<file path="src/rtl/pulse_train_gen.sv">
// pulse_train_gen: emits exactly F evenly spaced rising edges per gate window via a phase accumulator
module pulse_train_gen #(
   parameter int WIN_SHORT = 10000,
   parameter int LONG_MULT = 100,
   parameter int FW        = 16,
   parameter int ACCW      = 21
) (
   input  logic          clk,
   input  logic          rst,
   input  logic          en_i,
   input  logic          mode_i,
   input  logic [FW-1:0] f_i,
   output logic          pulse_out_o,
   output logic          win_tick_o,
   output logic [FW-1:0] factive_o,
   output logic          clamped_o
);
   localparam logic [ACCW-1:0] WS = ACCW'(WIN_SHORT);
   localparam logic [ACCW-1:0] WL = ACCW'(WIN_SHORT * LONG_MULT);
   logic [ACCW-1:0] wcnt_q, wcnt_d, acc_q, acc_d;
   logic [ACCW-1:0] win, fmax, f_ext, step2, base, t;
   logic [FW-1:0]   factive_q, factive_d;
   logic            pulse_q, pulse_d, mode_q, mode_d, clamped_q, clamped_d;
   logic            first, wrap;
   // cycle 0 samples the request and restarts the phase; every cycle accumulates 2F against WIN
   always_comb begin
      first     = (wcnt_q == '0);
      mode_d    = first ? mode_i : mode_q;
      win       = mode_d ? WL : WS;
      fmax      = win >> 1;
      f_ext     = ACCW'(f_i);
      clamped_d = first ? (en_i && f_ext > fmax) : clamped_q;
      factive_d = first ? (en_i ? (clamped_d ? FW'(fmax) : f_i) : '0) : factive_q;
      step2     = ACCW'(factive_d) << 1;
      base      = first ? '0 : acc_q;
      t         = base + step2;
      wrap      = (t >= win);
      acc_d     = wrap ? t - win : t;
      pulse_d   = wrap ? ~pulse_q : pulse_q;
      wcnt_d    = (wcnt_q == win - ACCW'(1)) ? '0 : wcnt_q + ACCW'(1);
   end
   // state registers; reset aborts the window and lands on cycle 0
   always_ff @(posedge clk) begin
      if (rst) begin
         wcnt_q    <= '0;
         acc_q     <= '0;
         pulse_q   <= 1'b0;
         mode_q    <= 1'b0;
         clamped_q <= 1'b0;
         factive_q <= '0;
      end else begin
         wcnt_q    <= wcnt_d;
         acc_q     <= acc_d;
         pulse_q   <= pulse_d;
         mode_q    <= mode_d;
         clamped_q <= clamped_d;
         factive_q <= factive_d;
      end
   end
   assign pulse_out_o = pulse_q;
   assign win_tick_o  = first;
   assign factive_o   = factive_q;
   assign clamped_o   = clamped_q;
endmodule

</file>
<file path="config.mk">
export PLATFORM = sky130hd
export DESIGN_NAME = pulse_train_gen
export DESIGN_NICKNAME = d
export VERILOG_FILES = /design/src/rtl/pulse_train_gen.sv
export SDC_FILE = /design/constraint.sdc
export NUM_CORES = 1
export LEC_CHECK = 0
export ABC_AREA = 1
export CAP_MARGIN = 5
export CORE_UTILIZATION = 60
export CTS_CLUSTER_DIAMETER = 80
export CTS_CLUSTER_SIZE = 14
export DETAILED_ROUTE_END_ITERATION = 12
export PLACE_DENSITY_LB_ADDON = 0.1
export SLEW_MARGIN = 30
export SYNTH_ARGS = -nofsm -noshare
export SYNTH_HDL_FRONTEND = slang
export SYNTH_SLANG_ARGS = --single-unit
export TNS_END_PERCENT = 20
</file>
<file path="constraint.sdc">
create_clock -name clk -period 11.2 [get_ports clk]
set_input_delay 3.36 -clock clk [delete_from_list [all_inputs] [get_ports clk]]
set_output_delay 3.36 -clock clk [all_outputs]
set_load 0.02 [all_outputs]
</file>
==> run_results.csv <==
group,metric,value,unit
global_route,grt_pass1_wl,21.36,mm
setup_path,cp.buffers_inverters,3,
cts,cts_root_buffer,"clkbuf_8",
global_route,grt-ovfl-total,0,
timing,final-setup-viol-count,0,
timing,fin_crit_sh,0.8147,
die,initial_core_utilization,0.6227,
yosys,syn_area_per_cell,6.185,sq um
setup_path,standard_cell_with_the_maximum_stage_delay_on_the_critical_path,"clkdlybuf4s50_1",
drt,wire_per_inst,13.73,um
yosys,synth-seq-area-share,0.2538,
cts,worst_skew_pair.late_latency,340,ps
drt,drt_drc_violations_left,0,
cts,cts_buffers,9,
cts,post_cts.repair.setup_buffers,0,
final_layout,most_used_cells_in_the_layout_excluding_fill_and_tap_cells,"nand2_1, inv_1, nor2_1, nand3_1, dfxtp_1",
global_route,global_route.usage.total,0.3166,
yosys,synth-edff-count,0,
setup_path,critical_path.endpoint_type,"flip-flop",
die,placementRows,32,
die,die_width,91.56,um
cts,hold_buffers,0,
drt,detailedRoute.firstIterationViolations,269,
drt,detail_routed_via_count_per_cell,5.478,
timing,final_hold_violating_endpoints,0,
cts,clock_tree.buffer_depth,2,
pwr,ir_drop,0.1192,mV
die,dieArea,8382,sq um
cts,post_cts.resized_instances,0,
final_layout,layout-area-overhead-vs-synth,12.90,%
worst_hold_path,timing.hold.worst.class,"reg2reg",
timing,slew_headroom,0.5203,
global_route,grt_max_degree,43,
setup_path,timing.critical_path.arrival,9400,ps
drt,detail_route.first_pass.iterations,5,
die,placeableCoreArea,7727,sq um
pwr,static-leakage-power,2.803,nW
die,die_height,91.56,um
drt,final_antenna_net_count,0,
setup_path,timing.critical_path.mode_cell,"nand2_1",
setup_path,crit_type,"in2reg",
yosys,synth_fp_nets,828,
yosys,yosys_most_used_dff,"dfxtp_1",
place,placement.io_buffers,38,
timing,timing.clock.skew,6.286,ps
pwr,totalPowerFinal,1.012,mW
flow_run,timing.max_cap.violations,0,
timing,total_neg_setup_slack,0,ps
timing,timing.final.crit_period,9124,ps
timing,grt_setup_unrepaired,"no",
pwr,powerDensity,186.2,nW/um^2
die,ios,39,
global_route,grt_pass1_vias,4770,
outcome,run_status,"finished clean",
yosys,ys_seq_elements,61,
yosys,postSynth.asyncResetShare,0,
cts,cts_tree,"done",
final_layout,final_layout_size_suffix_gt1_frac,0.06732,
place,globalplace.congestion,1.041,
timing,timing_worst_slew_pin_value,712.1,ps
final_layout,most_common_cell_after_layout_fill_and_taps_aside,"nand2_1",
yosys,cell_variety_after_synth,42,
timing,fmax,0.1096,GHz
yosys,post_synth_inst_count,778,
drt,route.vias.total,5034,
global_route,antenna_violations_before_repair,0,
final_layout,num_antenna_cells,0,
cts,clkTransAtPathRegs,70,ps
setup_path,crit_path_max_incr_delay,560,ps
drt,total_wirelength,12.62,mm
yosys,synthesis.area,4812,sq um
timing,report.final.slew_viol_count,0,
cts,clkSinkCount,61,
final_layout,finalNetCount,863,
yosys,yosysWarningCount,0,
setup_path,setup.worst_path.start_class,"primary input",
cts,htree_num_levels,3,
setup_path,crit_family,"simple AND/OR/NAND/NOR gates",
setup_path,worstPathMaxFanout,17,
place,dp_hpwl,9.749,mm
setup_path,worst_ep_required_time,11480,ps
synth_stat cells, drive strengths merged (2+ instances only):
cell type    n  area share
nor3        10       0.011
o21ai        9       0.012
a21oi       54       0.058
a31oi        4      0.0052
nand3       71       0.082
nor3b        2      0.0031
xor2        12       0.023
or2          5      0.0065
nor2        89       0.076
nand2      254        0.21
buf          9       0.012
clkbuf       6      0.0047
nor4         8       0.010
dfxtp       61        0.25
nand3b       8       0.012
nand4       20       0.026
xnor2       12       0.022
o21bai       2      0.0031
inv        105       0.082
ha          29       0.075
final cells by class:
cell class / count / area, sq um
Multi-Input combinational cell: 596 / 3110
Sequential cell: 61 / 1221
Inverter: 106 / 397.9
Fill cell: 675 / 2295
Clock buffer: 9 / 123.9
Clock inverter: 6 / 63.81
Timing Repair Buffer: 39 / 387.9
Tap cell: 102 / 127.6
kinds of logic after synthesis:
logic type                 synth area share
xor gates and xnor gates            0.04524
adders and majority gates           0.07956
DFF                                  0.2538
buffers and inverters               0.09984
and+or+nand+nor                      0.4350
AOI/OAI and AO/OA                   0.08659
path summary, 6_finish.rpt:
check             startpoint  slack, ps  depth (start not counted)         to
setup / recovery      mode_i       2080                         33  acc_q[10]
hold / removal     wcnt_q[0]        450                          1  wcnt_q[0]
setup reg to reg   wcnt_q[0]       4300                         37  acc_q[10]
hold reg to reg    wcnt_q[0]        450                          1  wcnt_q[0]
stage by stage:
| stage | area (sq um) | setup slack, ps | util | instances | hold slack (ps) |
|---|---|---|---|---|---|
| 2_1_floorplan | 4812 | 3628 | - | 778 | 417.3 |
| 3_3_place_gp | 5245 | 2116 | 0.6788 | 904 | 428.5 |
| 3_5_place_dp | 5245 | 1906 | 0.6788 | 904 | 444.0 |
| 4_1_cts | 5433 | 2242 | 0.7030 | 919 | 454.5 |
| 5_1_grt | 5433 | 1589 | 0.7030 | 919 | 495.6 |
| 6_report | 5433 | 2076 | 0.7030 | 919 | 452.1 |
state kept, by name (all words and copies together), names as in the netlist:
register	flops
acc_q	21
clamped_o	1
factive_o	16
mode_q	1
pulse_out_o	1
wcnt_q	21
per-layer routing:
layer / wire (um) / GRT usage / vias to the layer above
li1: - / - / 2563
met1: 5710 / 0.4064 / 2262
met2: 5749 / 0.5219 / 181
met3: 813 / 0.05025 / 28
met4: 342 / 0.1389 / 0
met5: 0 / 0 / -
report_power, final:
group,switching [mW],internal [mW],total [mW]
Sequential,0.0153,0.254,0.269
Combinational,0.356,0.194,0.551
Clock,0.0908,0.101,0.192
Total,0.463,0.549,1.01
No activity file was read; power rests on OpenSTA's default activity.
